## config.mk

```make
export PLATFORM = sky130hd
export DESIGN_NAME = spi_tx_shifter
export DESIGN_NICKNAME = d
export VERILOG_FILES = /design/src/rtl/spi_tx_shifter_pkg.sv /design/src/rtl/spi_tx_shifter_half_tick.sv /design/src/rtl/spi_tx_shifter.sv
export SDC_FILE = /design/constraint.sdc
export NUM_CORES = 1
export LEC_CHECK = 0
export BUFFER_PORTS_ARGS = -buffer_cell sky130_fd_sc_hd__buf_2
export CORE_MARGIN = 2
export CORE_UTILIZATION = 40
export DETAILED_ROUTE_END_ITERATION = 12
export PLACE_DENSITY_LB_ADDON = 0.08
export SETUP_SLACK_MARGIN = 0.2
export SLEW_MARGIN = 25
export SYNTH_ARGS = -nofsm -noshare
export SYNTH_HDL_FRONTEND = slang
export SYNTH_SLANG_ARGS = --single-unit
```

## constraint.sdc

```tcl
create_clock -name i_clock -period 2.3 [get_ports i_clock]
set_input_delay 0.115 -clock i_clock [delete_from_list [all_inputs] [get_ports i_clock]]
set_output_delay 0.115 -clock i_clock [all_outputs]
set_load 0.005 [all_outputs]
```

## src/rtl/spi_tx_shifter_pkg.sv

```systemverilog
`default_nettype none
// ============================================================================
// Module  : spi_pkg
// Purpose : Shared types and constants for the SPI transmit path. The state
//           encoding is used by the serializer. The SPI mode constants are
//           also used by the upstream TX control unit.
// Ports   : none (package)
// Rev     : 1.0  initial release
// ============================================================================
package spi_pkg;

  typedef enum logic [2:0] {
    S_IDLE  = 3'd0,
    S_LEAD  = 3'd1,
    S_SHIFT = 3'd2,
    S_TRAIL = 3'd3,
    S_DONE  = 3'd4
  } spi_tx_state_t;

  // SPI mode 0: SCLK idles low, data sampled on the rising edge.
  localparam logic SPI_CPOL = 1'b0;
  localparam logic SPI_CPHA = 1'b0;

endpackage
`default_nettype wire

```

## src/rtl/spi_tx_shifter_half_tick.sv

```systemverilog
`default_nettype none
// ============================================================================
// Module  : spi_half_tick
// Purpose : Free-running divider that emits a one-cycle tick every HALF
//           system clocks. The counter runs 0..HALF-1 and wraps. i_clear holds
//           it at zero, so the first tick after clear arrives HALF cycles later.
// Ports   : i_clock    system clock
//           i_reset_n  asynchronous active-low reset
//           i_clear    synchronous clear (held while the serializer is idle)
//           o_tick     high on the last cycle of each HALF-cycle window
// Rev     : 1.0  initial release
// ============================================================================
module spi_half_tick #(
  parameter int HALF = 2
) (
  input  logic i_clock,
  input  logic i_reset_n,
  input  logic i_clear,
  output logic o_tick
);

  // Keep at least one bit so HALF=1 degenerates to a constant-zero counter
  // whose terminal count is reached every cycle.
  localparam int CW = (HALF > 1) ? $clog2(HALF) : 1;
  localparam logic [CW-1:0] C_TERM = CW'(HALF - 1);

  logic [CW-1:0] r_count;
  logic          w_term;

  assign w_term = (r_count == C_TERM);

  always_ff @(posedge i_clock or negedge i_reset_n) begin
    if (!i_reset_n) begin
      r_count <= '0;
    end else if (i_clear || w_term) begin
      r_count <= '0;
    end else begin
      r_count <= r_count + 1'b1;
    end
  end

  assign o_tick = w_term;

endmodule
`default_nettype wire

```

## src/rtl/spi_tx_shifter.sv

```systemverilog
`default_nettype none
// ============================================================================
// Module  : spi_tx_shifter
// Purpose : SPI mode-0 master transmit serializer. Accepts a one-cycle send
//           strobe with a parallel word. Drives CS_n/SCLK/MOSI through the
//           phases LEAD (CS setup), SHIFT (DATA_WIDTH SCLK periods) and TRAIL
//           (CS hold). Then pulses done for one cycle. A new send is accepted
//           in that done cycle, which gives one CS-high cycle between frames.
// Ports   : i_clock    system clock, rising edge
//           i_reset_n  asynchronous active-low reset
//           i_send     start strobe, honoured only in IDLE or DONE
//           i_data     payload, captured when i_send is accepted
//           o_sclk     SPI clock, idles low
//           o_mosi     serial data, changes only while o_sclk is low
//           o_cs_n     chip select, active low
//           o_busy     frame in progress (LEAD/SHIFT/TRAIL)
//           o_done     one-cycle frame-complete pulse
// Rev     : 1.0  initial release
// ============================================================================
module spi_tx_shifter
  import spi_pkg::*;
#(
  parameter int DATA_WIDTH = 8,
  parameter int CLK_DIV    = 2,
  parameter bit MSB_FIRST  = 1'b1
) (
  input  logic                  i_clock,
  input  logic                  i_reset_n,
  input  logic                  i_send,
  input  logic [DATA_WIDTH-1:0] i_data,
  output logic                  o_sclk,
  output logic                  o_mosi,
  output logic                  o_cs_n,
  output logic                  o_busy,
  output logic                  o_done
);

  localparam int BCW = $clog2(DATA_WIDTH + 1);
  localparam logic [BCW-1:0] C_LAST_BIT = BCW'(DATA_WIDTH - 1);

  spi_tx_state_t         r_state, w_state_next;
  logic [DATA_WIDTH-1:0] r_shift, w_shift_next;
  logic [BCW-1:0]        r_bit_cnt, w_bit_cnt_next;
  logic                  r_sclk, w_sclk_next;
  logic                  r_mosi, w_mosi_next;
  logic                  r_cs_n, w_cs_n_next;
  logic                  r_busy, w_busy_next;
  logic                  r_done, w_done_next;

  logic                  w_tick;
  logic                  w_div_clear;
  logic [DATA_WIDTH-1:0] w_rotated;
  logic                  w_first_bit;
  logic                  w_next_bit;

  // The divider free-runs from the start of LEAD. Its ticks mark every phase
  // boundary of the frame.
  assign w_div_clear = (r_state == S_IDLE) || (r_state == S_DONE);

  spi_half_tick #(
    .HALF (CLK_DIV)
  ) u_half_tick (
    .i_clock   (i_clock),
    .i_reset_n (i_reset_n),
    .i_clear   (w_div_clear),
    .o_tick    (w_tick)
  );

  // The outgoing bit always sits at one end of the shift register. Rotating
  // rather than shifting keeps every register bit live.
  generate
    if (MSB_FIRST) begin : g_msb_first
      assign w_rotated   = {r_shift[DATA_WIDTH-2:0], r_shift[DATA_WIDTH-1]};
      assign w_first_bit = i_data[DATA_WIDTH-1];
      assign w_next_bit  = r_shift[DATA_WIDTH-2];
    end else begin : g_lsb_first
      assign w_rotated   = {r_shift[0], r_shift[DATA_WIDTH-1:1]};
      assign w_first_bit = i_data[0];
      assign w_next_bit  = r_shift[1];
    end
  endgenerate

  always_ff @(posedge i_clock or negedge i_reset_n) begin
    if (!i_reset_n) begin
      r_state   <= S_IDLE;
      r_shift   <= '0;
      r_bit_cnt <= '0;
      r_sclk    <= SPI_CPOL;
      r_mosi    <= 1'b0;
      r_cs_n    <= 1'b1;
      r_busy    <= 1'b0;
      r_done    <= 1'b0;
    end else begin
      r_state   <= w_state_next;
      r_shift   <= w_shift_next;
      r_bit_cnt <= w_bit_cnt_next;
      r_sclk    <= w_sclk_next;
      r_mosi    <= w_mosi_next;
      r_cs_n    <= w_cs_n_next;
      r_busy    <= w_busy_next;
      r_done    <= w_done_next;
    end
  end

  always_comb begin
    w_state_next   = r_state;
    w_shift_next   = r_shift;
    w_bit_cnt_next = r_bit_cnt;
    w_sclk_next    = r_sclk;
    w_mosi_next    = r_mosi;
    w_cs_n_next    = r_cs_n;
    w_busy_next    = r_busy;
    w_done_next    = 1'b0;

    case (r_state)
      // DONE behaves like IDLE for acceptance so that back-to-back frames
      // get exactly one CS-high cycle between them.
      S_IDLE, S_DONE: begin
        w_state_next = S_IDLE;
        w_sclk_next  = SPI_CPOL;
        w_mosi_next  = 1'b0;
        w_cs_n_next  = 1'b1;
        w_busy_next  = 1'b0;
        if (i_send) begin
          w_state_next   = S_LEAD;
          w_shift_next   = i_data;
          w_bit_cnt_next = '0;
          w_mosi_next    = w_first_bit;
          w_cs_n_next    = 1'b0;
          w_busy_next    = 1'b1;
        end
      end

      S_LEAD: begin
        if (w_tick) begin
          w_state_next = S_SHIFT;
          w_sclk_next  = ~SPI_CPOL;
        end
      end

      S_SHIFT: begin
        if (w_tick) begin
          if (r_sclk != SPI_CPOL) begin
            // Falling edge: advance MOSI, except after the final bit. The
            // final bit stays on the line through TRAIL.
            w_sclk_next = SPI_CPOL;
            if (r_bit_cnt == C_LAST_BIT) begin
              w_state_next = S_TRAIL;
            end else begin
              w_shift_next   = w_rotated;
              w_mosi_next    = w_next_bit;
              w_bit_cnt_next = r_bit_cnt + 1'b1;
            end
          end else begin
            w_sclk_next = ~SPI_CPOL;
          end
        end
      end

      S_TRAIL: begin
        if (w_tick) begin
          w_state_next = S_DONE;
          w_mosi_next  = 1'b0;
          w_cs_n_next  = 1'b1;
          w_busy_next  = 1'b0;
          w_done_next  = 1'b1;
        end
      end

      default: begin
        w_state_next = S_IDLE;
      end
    endcase
  end

  assign o_sclk = r_sclk;
  assign o_mosi = r_mosi;
  assign o_cs_n = r_cs_n;
  assign o_busy = r_busy;
  assign o_done = r_done;

endmodule
`default_nettype wire

```

==> results of run 1 <==
[area by class of cell]
type	count	area, sq um
clock inverter	1	5.00
clock buffer	3	22.5
sequential	21	527
timing repair buffer	17	92.6
tap	31	38.8
inverter	4	15.0
multi-input combinational	74	514
fill	269	1520
[routing by layer]
| metal | track usage | vias up |
|---|---|---|
| li1 | - | 407 |
| met1 | 0.193 | 367 |
| met2 | 0.193 | 11 |
| met3 | 0.0408 | 2 |
| met4 | 0.0299 | 0 |
| met5 | 0 | - |
[flip-flops by register name, indices dropped and copies added (netlist names)]
register            count
o_done                  1
o_busy                  1
u_half_tick.o_tick      1
o_mosi                  1
o_sclk                  1
o_cs_n                  1
r_state                 3
r_shift                 8
r_bit_cnt               4
[Yosys cell counts (all sizes together)]
library cell | count | area share
clkbuf | 1 | 0.012
nor4 | 1 | 0.011
nor2 | 21 | 0.069
nand2 | 3 | 0.012
o22ai | 8 | 0.077
o31ai | 2 | 0.025
nand3b | 2 | 0.024
o21a | 1 | 0.0066
a31oi | 5 | 0.027
nand3 | 8 | 0.046
o21ai | 5 | 0.022
nand4 | 1 | 0.0055
a21oi | 3 | 0.013
o2111ai | 1 | 0.0077
and3b | 2 | 0.015
dfrtp | 20 | 0.44
xor2 | 1 | 0.0077
or3b | 1 | 0.0077
nor3b | 3 | 0.024
buf | 6 | 0.064
and3 | 1 | 0.0055
nor2b | 1 | 0.012
dfstp | 1 | 0.023
nand2b | 2 | 0.013
inv | 4 | 0.013
o31a | 1 | 0.0077
ha | 1 | 0.011
[cell families after synthesis]
family                   synth area share
AO/OA/AOI/OAI                       0.186
AND/OR/NAND/NOR                     0.245
adder cells (fa/ha/maj)            0.0110
XOR/XNOR                          0.00767
flip-flops                          0.461
buffers and inverters              0.0887
[path summary, 6_finish.rpt]
path	startpoint	endpoint	slack, ns	cells after the start
min in group asynchronous	i_reset_n	r_bit_cnt[0]$_DFFE_PN0P_	0.27	2
min	i_data[1]	r_shift[1]$_DFFE_PN0P_	0.05	3
min reg2reg	r_bit_cnt[3]$_DFFE_PN0P_	r_bit_cnt[3]$_DFFE_PN0P_	0.53	1
max	r_state[1]$_DFFE_PN0P_	r_shift[7]$_DFFE_PN0P_	0.56	4
max in group asynchronous	i_reset_n	o_cs_n$_DFFE_PN1P_	1.67	2
max reg2reg	r_state[1]$_DFFE_PN0P_	r_shift[7]$_DFFE_PN0P_	0.56	4
[where the power goes]
group | total (mW) | internal, mW | switching, mW
Sequential | 0.705 | 0.538 | 0.167
Clock | 0.181 | 0.0649 | 0.116
Combinational | 0.612 | 0.282 | 0.330
[worst reg2reg max path, delay by kind of cell, from the launching register on]
kind            cells  cell delay (ns)
compound gates      1             0.24
simple gates        3             0.81
flops               1             0.60
[placed cells by master (no fill, tap or decap), types with 2 or more instances in the layout]
cell type | netlist | final
nor2_1 | 21 | 21
and3b_1 | 2 | 2
clkbuf_4 | 0 | 3
o22ai_2 | 6 | 6
inv_1 | 4 | 4
o21ai_0 | 5 | 5
a21oi_1 | 3 | 3
buf_2 | 0 | 15
a31oi_1 | 5 | 5
dfrtp_1 | 20 | 20
nand2_1 | 2 | 2
nor3b_1 | 2 | 2
o22ai_1 | 2 | 2
nand3_1 | 7 | 7
==> impl_metrics.tcl, run 1 <==
set metrics [dict create \
    status "finished clean" \
    clock_skew_ns 0.00866 \
    critPathBufInv 0 \
    drt-total-wl_um 1980 \
    yosysUniqueCellTypes 36 \
    h-tree-depth 1 \
    cp-end-kind "flop" \
    vdd_drop_max_mv 0.557 \
    wl_met1_um 1030 \
    synth_area_sq_um 1140 \
    rsz0062_at_grt "no" \
    cts-resized-gates 0 \
    stdcell_count 151 \
    critPathLaunchType "flop" \
    syn_to_final_growth_pct 6.35 \
    dieArea_sq_um 3300 \
    wl_met3_um 80 \
    num_vias 787 \
    critPathTopFamily "simple AND/OR/NAND/NOR gates" \
    clock.fmax_mhz 576 \
    timing.final.crit_share 0.755 \
    critPathSlowestCell "dfrtp_1" \
    maxSlewViolCount 0 \
    hold_buffers 1 \
    dr_wl_met2_um 851 \
    max_slew_margin 0.570 \
    post-cts-setup-buffer-count 0 \
    num-nets-final 133 \
    grt_pass1_wl_um 3430 \
    cts_root_buf "clkbuf_4" \
    gp_congestion 0.755 \
    p_leak_nw 0.527 \
    ys_seq_elements 21 \
    numCtsBuffers 3 \
    yosysSeqAreaShare 0.461 \
    synth_warnings 0 \
    post_drt_wl_per_cell_um 13.1 \
    top_layer "met4" \
    clockBufferDepth 2 \
    dp_slack_ns 0.562 \
    fin_total_pwr_mw 1.50 \
    drt-initial-drc-count 20 \
    layout_min_cycle_time_ns 1.74 \
    cap_violations 0 \
    rows 19 \
    port_buffers 15 \
    antenna_found_initial 0 \
    synth_area_per_cell_sq_um 10.8 \
    grt_overflow_total 0 \
    ios 16 \
    dieHeight_um 57.4 \
    dp_cells 146 \
    path_clk_slew_ns 0.12 \
    coreArea_sq_um 2730 \
    path_common_cell "nor2_1" \
    path_max_fanout 15 \
    drc 0 \
    post_dp_cell_area_sq_um 1180 \
    viasPerCell 5.21 \
    fin_ws_ns 0.564 \
    synthCells 106 \
    clk_latency_ns 0.31 \
    crit_arrival_ns 1.95 \
    die_w_um 57.4 \
    path_class "flop to flop" \
    cts_tree "built" \
    clkSinkCount 21 \
    fin_util 0.444 \
    finalHoldWorstSlack_ns 0.0536 \
    hpwlAfterDp_um 1400 \
    worst_pin_slew_ns 0.645 \
    ant_nets 0 \
    syn_nets 118 \
    hold_class "input pin to flop" \
    max_stage_delay_ns 0.60 \
    finalSetupViolCount 0 \
    finalInstanceArea_sq_um 1210 \
    start_util 0.418 \
    hold_viol_final 0 \
    first_pass_iters 3 \
    first_global_vias 741 \
    cp_cell_sequence "or3b_1 -> o31ai_4 -> nor2_1 -> nor2_1" \
    grt_util_all_layers 0.133 \
    powerDensity_nw_per_um2 1230 \
    fin_setup_tns_ns 0 \
    diodes 0 \
    worstPathRequired_ns 2.51 \
    drive_gt1_frac 0.292 \
    grt_max_degree 22 \
]
Power figures use the tool's default switching activity.
==> run 2: changes to the inputs <==
Clock period 2.3 ns to 1.4 ns, I/O delays scaled along.
==> run 2 against run 1 <==
Against the previous run: the flow now finishes with violations (setup timing); core utilization up 14 points; first-iteration DRC count down 20%; via count up 19%; cell area up 31%; flip-flop and latch count unchanged; worst hold slack worse by 0.038 ns; non-clock buffer count up 27; global-route usage up 2.4 points; sequential share of layout area down 10 points; die area unchanged; sequential power up 59%; final cell count up 19%.
==> impl_metrics.tcl, run 2 (synthesized netlist as in run 1, its figures left out) <==
set metrics [dict create \
    cts_root_buf "clkbuf_4" \
    clk_latency_ns 0.31 \
    path_max_fanout 6 \
    fin_setup_tns_ns -0.0118 \
    hold_viol_final 0 \
    layout_min_cycle_time_ns 1.41 \
    finalSetupViolCount 1 \
    worst_pin_slew_ns 0.480 \
    fin_ws_ns -0.0118 \
    swShare 0.394 \
    cts_tree "built" \
    grt_util_all_layers 0.156 \
    maxSlewViolCount 0 \
    path_clk_slew_ns 0.13 \
    regMostFlops "r_shift" \
    critPathSlowestCell "dfrtp_1" \
    grt_pass1_wl_um 3930 \
    num_vias 938 \
    seqPwrFrac 0.343 \
    vdd_drop_max_mv 1.25 \
    first_global_vias 862 \
    p_leak_nw 0.700 \
    grt_overflow_total 0 \
    numCtsBuffers 3 \
    clockBufferDepth 2 \
    max_slew_margin 0.680 \
    max_stage_delay_ns 0.43 \
    crit_arrival_ns 1.62 \
    pwr-share-clk 0.093 \
    ios 16 \
    rsz0062_at_grt "yes" \
    hpwlAfterDp_um 1550 \
    path_class "flop to flop" \
    post_drt_wl_per_cell_um 14.1 \
    violations "setup timing" \
    diodes 0 \
    dp_slack_ns -0.0137 \
    clock_skew_ns 0.00698 \
    status "finished, violations left" \
    p_int_mw 1.97 \
    top_regs "r_shift: 8 flops, r_bit_cnt: 4 flops, r_state: 3 flops" \
    cap_violations 0 \
    ant_nets 0 \
    first_pass_iters 4 \
    coreArea_sq_um 2730 \
    clkSinkCount 21 \
    finalInstanceArea_sq_um 1590 \
    powerDensity_nw_per_um2 2050 \
    critPathLaunchType "flop" \
    netSwitchingPower_mw 1.29 \
    cp-end-kind "flop" \
    dieHeight_um 57.4 \
    port_buffers 15 \
    drive_gt1_frac 0.541 \
    clock.fmax_mhz 708 \
    drc 0 \
    drt-initial-drc-count 16 \
    post_dp_cell_area_sq_um 1290 \
    drt-total-wl_um 2530 \
    nFillCells 233 \
    dieArea_sq_um 3300 \
    gp_congestion 0.809 \
    timing.final.crit_share 1.01 \
    antenna_found_initial 0 \
    fin_total_pwr_mw 3.26 \
    rows 19 \
    final_cell_mix "dfrtp_1 (20), buf_4 (18), nor2_1 (17)" \
    final_common_cell "dfrtp_1" \
    largest_register_ffs 8 \
    cp_cell_sequence "or3b_4 -> buf_4 -> buf_16 -> o22ai_2 -> nor2_2" \
    worstPathRequired_ns 1.61 \
    h-tree-depth 1 \
    fin_util 0.581 \
    die_w_um 57.4 \
    num-nets-final 161 \
    combPwrFrac 0.565 \
    start_util 0.418 \
    grt_max_degree 22 \
    syn_to_final_growth_pct 39.0 \
    viasPerCell 5.24 \
    hold_class "input pin to flop" \
]
-- run 2: cell count changes in the layout (fill, tap and decap cells not counted), sizes merged --
cell / change
nand3: +1
buf: +27
-- run 2: through the flow --
step | hold WS (ns) | std cells
2_1_floorplan | -0.226 | 106
3_3_place_gp | 0.0629 | 157
3_5_place_dp | 0.0632 | 157
4_1_cts | 0.00223 | 171
5_1_grt | 0.0170 | 179
6_report | 0.0157 | 179
-- run 2: final timing paths --
path	endpoint	cells after the start	from	slack, ns
worst max-delay path	r_shift[5]$_DFFE_PN0P_	5	r_state[1]$_DFFE_PN0P_	-0.01
worst min-delay path	r_shift[2]$_DFFE_PN0P_	3	i_data[2]	0.02
worst max register to register	r_shift[5]$_DFFE_PN0P_	5	r_state[1]$_DFFE_PN0P_	-0.01
worst min register to register	r_shift[4]$_DFFE_PN0P_	2	r_shift[4]$_DFFE_PN0P_	0.53
max in group asynchronous	o_cs_n$_DFFE_PN1P_	2	i_reset_n	0.82
min in group asynchronous	r_bit_cnt[3]$_DFFE_PN0P_	2	i_reset_n	0.23
-- run 2: worst max-delay path, delay by kind of cell, from the launching register on --
kind            cells  cell delay [ns]
simple gates        2             0.45
flops               1             0.43
compound gates      1             0.14
buf+inv             2             0.29
-- run 2: timing repair --
action | in CTS | in global routing
buffers inserted | 8 | 7
endpoints found under the hold margin | 20 | 0
setup endpoints to repair | 16 | 17
hold buffers | 1 | 0
gates resized for setup | 13 | 18
gates cloned | 1 | 1
pin swaps | 13 | 14
-- run 2: area by class of cell --
| class | count | area (sq um) | share of cell area |
|---|---|---|---|
| flip-flops and latches | 21 | 527 | 0.332 |
| inverters | 4 | 15.0 | 0.00946 |
| clock buffers | 3 | 22.5 | 0.0142 |
| multi-input cells | 75 | 614 | 0.387 |
| well taps | 31 | 38.8 | 0.0244 |
| repair buffers | 44 | 365 | 0.230 |
| clock inverters | 1 | 5.00 | 0.00315 |
-- run 2: power by group through the flow --
stage	Combinational [mW]	Clock, mW	Sequential (mW)
finish	1.84	0.302	1.12
global route	2.01	0.342	1.16
CTS	1.56	0.319	1.10
detailed placement	1.30	0	1.12
global placement	1.27	0	1.12
floorplan	1.02	0	1.08
-- run 2: layer usage --
layer  share of wire  vias to the layer above  GRT usage
met5               0                        -          0
met1            0.46                      458      0.201
met4          0.0067                        0     0.0399
met3           0.029                        2     0.0408
met2            0.50                       11      0.261
li1                -                      467          -
